<file path="config.mk">
export PLATFORM = sky130hd
export DESIGN_NAME = ccff_chain_loader
export DESIGN_NICKNAME = d
export VERILOG_FILES = /design/src/rtl/ccff_loader_pkg.sv /design/src/rtl/ccff_crc8_serial.sv /design/src/rtl/ccff_chain_loader.sv
export SDC_FILE = /design/constraint.sdc
export NUM_CORES = 1
export LEC_CHECK = 0
export BUFFER_PORTS_ARGS = -buffer_cell sky130_fd_sc_hd__buf_4
export CAP_MARGIN = 30
export CORE_MARGIN = 2
export CORE_UTILIZATION = 40
export DETAILED_ROUTE_END_ITERATION = 8
export GPL_ROUTABILITY_DRIVEN = 0
export PLACE_DENSITY = 0.68
export SLEW_MARGIN = 10
export SYNTH_ARGS = -nofsm -noshare
export SYNTH_HDL_FRONTEND = slang
export SYNTH_HIERARCHICAL = 1
export SYNTH_SLANG_ARGS = --single-unit
</file>
<file path="constraint.sdc">
create_clock -name prog_clk -period 2.8 [get_ports prog_clk]
set_clock_uncertainty 0.05 [all_clocks]
set_input_delay 0.28 -clock prog_clk [delete_from_list [all_inputs] [get_ports prog_clk]]
set_output_delay 0.28 -clock prog_clk [all_outputs]
set_load 0.1 [all_outputs]
</file>
<file path="src/rtl/ccff_loader_pkg.sv">
// ccff_loader_pkg: FSM states and serial CRC-8 step shared by the ccff chain loader.
package ccff_loader_pkg;
   typedef enum logic [1:0] {IDLE, LOAD, VERIFY, DONE} state_e;
   localparam logic [7:0] CRC8_POLY = 8'h07;
   localparam logic [7:0] CRC8_INIT = 8'h00;
   function automatic logic [7:0] crc8_step(input logic [7:0] crc, input logic b);
      return {crc[6:0], 1'b0} ^ ((crc[7] ^ b) ? CRC8_POLY : 8'h00);
   endfunction
endpackage

</file>
<file path="src/rtl/ccff_crc8_serial.sv">
// ccff_crc8_serial: bit-serial MSB-first CRC-8 accumulator with synchronous clear.
module ccff_crc8_serial
   import ccff_loader_pkg::*;
(
   input  logic       clk_i,
   input  logic       rst_i,
   input  logic       clr_i,
   input  logic       en_i,
   input  logic       bit_i,
   output logic [7:0] crc_o
);
   logic [7:0] crc_q;
   always_ff @(posedge clk_i)
      if (rst_i || clr_i) crc_q <= CRC8_INIT;
      else if (en_i) crc_q <= crc8_step(crc_q, bit_i);
   assign crc_o = crc_q;
endmodule

</file>
<file path="src/rtl/ccff_chain_loader.sv">
// ccff_chain_loader: serialises bitstream words into a ccff chain, then recirculates it once to CRC-check integrity.
module ccff_chain_loader
   import ccff_loader_pkg::*;
#(
   parameter int CHAIN_LEN = 31,
   parameter int WORD_W    = 8,
   parameter int CNT_W     = 16
) (
   input  logic              prog_clk,
   input  logic              pReset,
   input  logic              start,
   input  logic              abort,
   input  logic              word_valid,
   input  logic [WORD_W-1:0] word_data,
   output logic              word_ready,
   output logic              config_enable,
   output logic              ccff_head,
   input  logic              ccff_tail,
   output logic              busy,
   output logic              done,
   output logic              error,
   output logic [CNT_W-1:0]  bit_count
);
   localparam int LW = $clog2(WORD_W + 1);
   state_e            state_q, state_d;
   logic [WORD_W-1:0] sbuf_q, sbuf_d;
   logic [LW-1:0]     left_q, left_d;
   logic [CNT_W-1:0]  cnt_q, cnt_d;
   logic              err_q, err_d;
   logic [7:0]        crc_in, crc_out;
   logic              in_load, in_ver, empty, shift, last, clr;
   assign in_load       = state_q == LOAD;
   assign in_ver        = state_q == VERIFY;
   assign empty         = left_q == '0;
   assign shift         = in_load && !empty && !abort;
   assign last          = cnt_q == CNT_W'(CHAIN_LEN - 1);
   assign clr           = state_q == IDLE && start;
   assign word_ready    = in_load && empty && !abort;
   assign config_enable = shift || (in_ver && !abort);
   assign ccff_head     = in_ver ? ccff_tail : shift && sbuf_q[WORD_W-1];
   assign busy          = state_q != IDLE;
   assign done          = state_q == DONE;
   assign error         = err_q;
   assign bit_count     = cnt_q;
   always_comb begin
      state_d = state_q;
      sbuf_d  = sbuf_q;
      left_d  = left_q;
      cnt_d   = cnt_q;
      err_d   = err_q;
      case (state_q)
         IDLE: if (start) begin
            state_d = LOAD;
            err_d   = 1'b0;
            cnt_d   = '0;
            left_d  = '0;
         end
         LOAD: if (abort) begin
            state_d = DONE;
            err_d   = 1'b1;
         end else if (word_valid && word_ready) begin
            sbuf_d = word_data;
            left_d = LW'(WORD_W);
         end else if (shift) begin
            sbuf_d = sbuf_q << 1;
            left_d = left_q - LW'(1);
            cnt_d  = cnt_q + CNT_W'(1);
            // surplus low bits of the final word are dropped here
            if (last) begin
               state_d = VERIFY;
               cnt_d   = '0;
               left_d  = '0;
            end
         end
         VERIFY: if (abort) begin
            state_d = DONE;
            err_d   = 1'b1;
         end else begin
            cnt_d = cnt_q + CNT_W'(1);
            // fold the final tail bit in now so error is valid alongside done
            if (last) begin
               state_d = DONE;
               err_d   = err_q | (crc8_step(crc_out, ccff_tail) != crc_in);
            end
         end
         default: state_d = IDLE;
      endcase
   end
   always_ff @(posedge prog_clk)
      if (pReset) begin
         state_q <= IDLE;
         sbuf_q  <= '0;
         left_q  <= '0;
         cnt_q   <= '0;
         err_q   <= 1'b0;
      end else begin
         state_q <= state_d;
         sbuf_q  <= sbuf_d;
         left_q  <= left_d;
         cnt_q   <= cnt_d;
         err_q   <= err_d;
      end
   ccff_crc8_serial u_crc_in (
      .clk_i (prog_clk),
      .rst_i (pReset),
      .clr_i (clr),
      .en_i  (shift),
      .bit_i (sbuf_q[WORD_W-1]),
      .crc_o (crc_in)
   );
   ccff_crc8_serial u_crc_out (
      .clk_i (prog_clk),
      .rst_i (pReset),
      .clr_i (clr),
      .en_i  (in_ver && !abort),
      .bit_i (ccff_tail),
      .crc_o (crc_out)
   );
endmodule

</file>
# Yosys cells after proc, flatten, opt, wreduce, memory -nomap -nowiden
# Cells that the tools add are included.
[word_totals]
reg_bits = 47
inputBits = 14
output_inout_bits = 22
wordCells = 85
[op_classes]
add_sub_neg = 2
eq_ne = 16
muxes = 31
bitwise_logic = 6
n_reduce_logical = 23
[op_table]
columns = ["operator", "n"]
rows = [
  ["16-bit 2-to-1 mux", 6],
  ["16-bit case mux with 3 select lines", 1],
  ["4-bit 2-to-1 mux", 5],
  ["16-bit by 1-bit adder with 16-bit output (second input constant)", 1],
  ["16-bit by 5-bit equality test with 1-bit output (second input constant)", 1],
  ["8-bit 2-to-1 mux", 2],
  ["8-bit bitwise XOR", 2],
  ["2-bit 2-to-1 mux", 7],
  ["2-bit != test (second input constant)", 5],
  ["3-bit by 2-bit != test with 1-bit output (second input constant)", 3],
  ["1-bit logical AND", 8],
  ["8-bit != test", 1],
  ["4-bit case mux with 2 select lines", 1],
  ["4-bit AND reduction", 2],
  ["3-bit 2-to-1 mux", 2],
  ["2-bit case mux with 3 select lines", 1],
  ["6-bit AND reduction", 1],
  ["2-bit nonzero test", 3],
  ["1-bit 2-to-1 mux", 5],
  ["5-bit AND reduction", 1],
  ["2-bit equality test (second input constant)", 2],
  ["4-bit logical NOT", 1],
  ["4-bit by 1-bit subtractor with 4-bit output (second input constant)", 1],
  ["3-bit by 1-bit != test with 1-bit output (second input constant)", 1],
  ["other kinds (12)", 15],
]

# Logic depth before layout (Yosys ltp)
[depth]
word_depth = 8
ltp_mapped = 9
mapped_depth_nobuf = 7

# Cells and area by module
# Netlist, hierarchy kept.
[by_module_without_submodules]
columns = ["module", "instances", "cells_each", "area_each_um2"]
rows = [
  ["ccff_chain_loader", 1, 236, 1911.8],
  ["ccff_crc8_serial", 2, 34, 344.1],
]

# Worst setup path before layout
# No wires, ideal clock.
[synth_timing]
path_kind = "reg2out"
start = "register left_q[0]"
end = "output port ccff_head"
arrival_ns = 3.518
t_required_ns = 2.470
slack_ns = -1.048
stages_incl_launch_ff = 7
path_buffers = 0
path_cell_list = "dfxtp_1 inv_1 ha_1 nor3b_2 nor2_1 nand2_1 o21ai_0"
[synth_between]
elab_chain_cells = 6
[synth_lines]
columns = ["item", "line_no", "text"]
rows = [
  ["start, declared", "ccff_chain_loader.sv:27", "logic [LW-1:0] left_q, left_d;"],
  ["start signal, assigned", "ccff_chain_loader.sv:99", "left_q <= left_d;"],
  ["4-bit logical NOT", "ccff_chain_loader.sv:34", "assign empty = left_q == '0;"],
  ["1-bit logical NOT", "ccff_chain_loader.sv:35", "assign shift = in_load && !empty && !abort;"],
  ["1-bit logical AND (2 in a row)", "ccff_chain_loader.sv:35", ""],
  ["via shift", "ccff_chain_loader.sv:31", "logic in_load, in_ver, empty, shift, last, clr;"],
  ["1-bit logical AND", "ccff_chain_loader.sv:40", "assign ccff_head = in_ver ? ccff_tail : shift && sbuf_q[WORD_W-1];"],
  ["1-bit 2-to-1 mux", "ccff_chain_loader.sv:40", ""],
  ["end, declared", "ccff_chain_loader.sv:17", "output logic ccff_head,"],
]
# The timed path passes the listed nets, and every way through them passes these cells.

# Worst setup path in the final report
[layout_timing]
start = "register state_q[1]"
end = "register cnt_q[12], in the netlist bit_count[12]"
[layout_between]
elab_chain_cells = 6
[layout_lines]
columns = ["item", "line_no", "text"]
rows = [
  ["start, declared", "ccff_chain_loader.sv:25", "state_e state_q, state_d;"],
  ["start signal, assigned", "ccff_chain_loader.sv:97", "state_q <= state_d;"],
  ["2-bit by 1-bit equality test with 1-bit output", "ccff_chain_loader.sv:32, ccff_chain_loader.sv:51", ""],
  ["1-bit logical AND (2 in a row)", "ccff_chain_loader.sv:38", "assign word_ready = in_load && empty && !abort;"],
  ["1-bit logical AND", "ccff_chain_loader.sv:61", "end else if (word_valid && word_ready) begin"],
  ["2-bit != test (no line)", "-", ""],
  ["6-bit AND reduction (no line)", "-", ""],
  ["end signal, assigned", "ccff_chain_loader.sv:100", "cnt_q <= cnt_d;"],
  ["end, declared", "ccff_chain_loader.sv:28", "logic [CNT_W-1:0] cnt_q, cnt_d;"],
]
# Parallel ways exist; a longest one is shown, timed or not.
# A chain may end at the register's enable or synchronous reset.

==> summary.md <==
| Metric | Value |
|---|---|
| Outcome | `completed` |
| Nets | `around 360` |
| Remaining DRCs | `0` |
| Reg clk slew, reported paths | `0.09 ns` |
| Synth top area cells | `dfxtp_1, nor2_1, ha_1, mux2i_1, nand2_1` |
| Finished Core Util | `47.3%` |
| Grt ovf | `0` |
| Dpl hpwl | `4140 microns` |
| Final TNS setup | `0 ns` |
| Hold WS | `around 0.16 ns` |
| Startpoint class of the critical path | `register` |
| Cell count after synthesis | `between 300 and 400` |
| Mapped Area | `about 2600 sq um` |
| Largest family of logic cells by synthesized area | `simple AND/OR/NAND/NOR gates` |
| Crit-path max FO | `13` |
| Wire per inst | `14.1 microns` |
| Fillcell total | `approximately 620` |
| Area share of the largest cell type after synthesis | `a little over a third` |
| H-tree Lvls | `2` |
| I/O Pins | `36` |
| Area delta synth->final | `14.8%` |
| Main flop type after synthesis | `dfxtp_1` |
| CP Cell Sequence | `inv_1, ha_1, o21a_1, a2111o_1, or4b_1, a31oi_1` |
| Post-CTS Setup Bufs | `0` |
| Synth warnings | `6` |
| Sw frac | `45.6%` |
| Peak VDD IR | `about 720 uV` |
| Max_cap viols | `0` |
| Hold path cells | `3` |
| Comb power frac | `between 40% and 50%` |
| Clock latency at the later pin of the worst-skew pair | `approximately 0.30 ns` |
| Final setup violating endpoints | `0` |
| Crit path largest cell delay | `roughly 0.55 ns` |
| Vias | `2,308` |
| Reg-to-reg startpoint | `state_q[1]` |
| Yosys cell types | `54` |
| Internal Power | `1260 uW` |
| Post-synthesis compound-gate area fraction | `between 10% and 20%` |
| WHS Endpoint | `sbuf_q[0]` |
| Hold_buf cts | `0` |
| All-Layer GR Usage | `about 17%` |
| RSZ-0062 raised after global routing | `no` |
| Post-synth EDFFs | `0` |
| Max Root-Sink Buffers | `2` |
| Share of total power in sequential cells | `33.4%` |
| Register area | `approximately 940 sq um` |
| CP arrival | `2.61 ns` |
| Post-synth top area cell | `dfxtp_1` |
| CP Data Required Time | `slightly below 3 ns` |
| Max-slew violations | `0` |
| Sequential-to-total area share from yosys stat | `36.2%` |
| P_leak | `between 0.001 and 0.0015 uW` |
| CORE AREA | `~6300 sq um` |
| CP endpoint kind | `register` |
| Area of the multi-input gates | `between 1500 and 2000 sq um` |
| Die Ht | `84.6 microns` |
| Proportion of synthesized area in mux cells | `3.85%` |
| Antenna violations before repair | `0` |
| Starting DRT DRC Count | `between 100 and 150` |
| Worst R2R Setup Slack | `between 0.3 and 0.4 ns` |
| Vias per cell | `approximately 5.6` |
| Die ar. | `between 7000 and 8000 sq um` |
| Row count | `29` |
| Final min period | `approximately 2.4 ns` |
| Starting density of the core | `between 40% and 50%` |
| Final hold violations | `0` |
| CTS tree | `built` |
| Syn_area_per_cell | `~8.6 sq um` |
| Post-Synth XOR/XNOR Area | `5.39%` |
| CP Launch Point | `state_q[1]` |
| ANT nets after route | `0` |
| Cts repair resizes | `0` |
| Worst Hold Class | `input pin to register` |
| Vias in the first global route | `2,053` |
| CTS sink count | `47` |
| Simple-Gate Fraction of Synth Area | `between 30 and 40%` |
| Clock share of power | `roughly 17%` |
| Min-delay src | `word_data[0]` |
| Asr flop ratio synth | `0%` |
| Crit path kind | `register to register` |
| Syn_nets | `between 300 and 400` |
| Period utilization | `between 80 and 90%` |
| PwrDens | `between 700 and 800 nW/um^2` |
| R2r worst-path depth | `6` |
| Layout cells sized above 1 | `17.7%` |
| Drt total wl | `approximately 5800 microns` |
| Drt first pass iters | `5` |
| Root Buffer | `clkbuf_8` |
| F_max | `between 0.4 and 0.5 GHz` |
| Num CTS Buffers | `5` |
| FF+latch count, synth | `47` |
| Switch Pwr | `about 1100 uW` |
| Post-Synth Adder-Cell Area | `roughly 3.8%` |
| First-pass GRT wire length | `approximately 10000 microns` |
| Slew HR | `between 60% and 70%` |
| Crit-path slowest cell | `or4b_1` |
| Die Wd | `roughly 85 microns` |
| Slew @ Worst Pin | `0.527 ns` |
| PortBufs | `35` |
| Worst reg2reg path endpoint | `bit_count[12]` |
| Largest net degree at the start of global routing | `39` |
| Ant diodes | `0` |
-- logic make-up (layout without fill, tap and decap cells) --
group,after synthesis,after routing
adders and majority gates,8,8
muxes,10,10
and+or+nand+nor,141,141
buffers and inverters,29,59
DFF,47,47
AOI/OAI and AO/OA,53,53
xor gates and xnor gates,16,16
-- per-layer routing --
metal,vias up,routed length (microns),track usage [%]
met5,-,0,0
met4,0,83,5.19
met3,9,322,3.64
met2,64,2660,26.7
met1,1061,2710,22.9
li1,1174,-,-
-- final cells by class --
cell class / count / area share [%]
clock buffers: 5 / 2.31
clock inverters: 3 / 0.503
inverters: 10 / 1.26
multi-input cells: 228 / 50.9
flip-flops and latches: 47 / 31.5
well taps: 77 / 3.23
repair buffers: 41 / 10.3
-- Yosys cell counts, types with 2 or more instances --
cell      count
o21a_1        3
o21ai_0       8
nand2_1      25
dfxtp_1      47
a21oi_1      11
nand2b_1      3
inv_1        10
mux2i_1      10
xnor2_1       6
or2_0         2
and3_1        3
nor3b_1       2
a211oi_1      2
nand4b_1      7
and4_1        3
nor4b_1       2
nor3_1       10
nor4_1        6
or4b_1        2
a222oi_1      7
buf_2         8
nand3b_1      8
o31ai_1       2
nor2_1       31
ha_1          8
a31oi_1       7
xor2_1       10
a211oi_2      2
buf_6         3
nand4_1      10
nand3_1      17
clkbuf_1      7
-- sequential cells by signal, summed over array words and instances, names as in the netlist --
name and flops:
bit_count 16, error 1, left_q 4, sbuf_q 8, state_q 2, u_crc_in/crc_o 8
u_crc_out/crc_o 8
-- worst max-delay path by stage --
stage	endpoint
4_1_cts	bit_count[12]
2_1_floorplan	ccff_head
3_3_place_gp	bit_count[12]
6_report	bit_count[12]
5_1_grt	bit_count[12]
3_5_place_dp	bit_count[12]
-- critical path: cells and delay by family (launching register included) --
kind	cells	cell delay, ns
compound gates	3	0.97
simple gates	1	0.55
flops	1	0.37
fa+ha+maj	1	0.34
buf+inv	1	0.08
-- stage by stage --
step                area, sq um  worst slack [ns]  power (uW)  std cells
floorplan                  2600            -0.304        1710        304
global placement           2900             0.492        1910        403
detailed placement         2900             0.392        1930        403
CTS                        2980             0.352        2330        411
global route               2980             0.164        2470        411
finish                     2980             0.360        2310        411
-- layout by cell type, fill, tap and decap left out, drive strengths merged, types with 8 or more instances in the layout --
| master | instances |
|---|---|
| nor2 | 31 |
| nand3 | 18 |
| mux2i | 10 |
| dfxtp | 47 |
| nor3 | 10 |
| nand3b | 8 |
| nand4 | 10 |
| nand2 | 25 |
| a21oi | 11 |
| buf | 41 |
| o21ai | 9 |
| ha | 8 |
| inv | 10 |
| xor2 | 10 |
-- power by group through the flow --
stage	clock (uW)	combinational [uW]	sequential [uW]
4_1_cts	414	1150	770
5_1_grt	443	1250	778
3_5_place_dp	0	1140	787
3_3_place_gp	0	1130	783
2_1_floorplan	0	886	819
6_report	395	1140	770
Note: power is estimated with default switching activity, not from simulation.
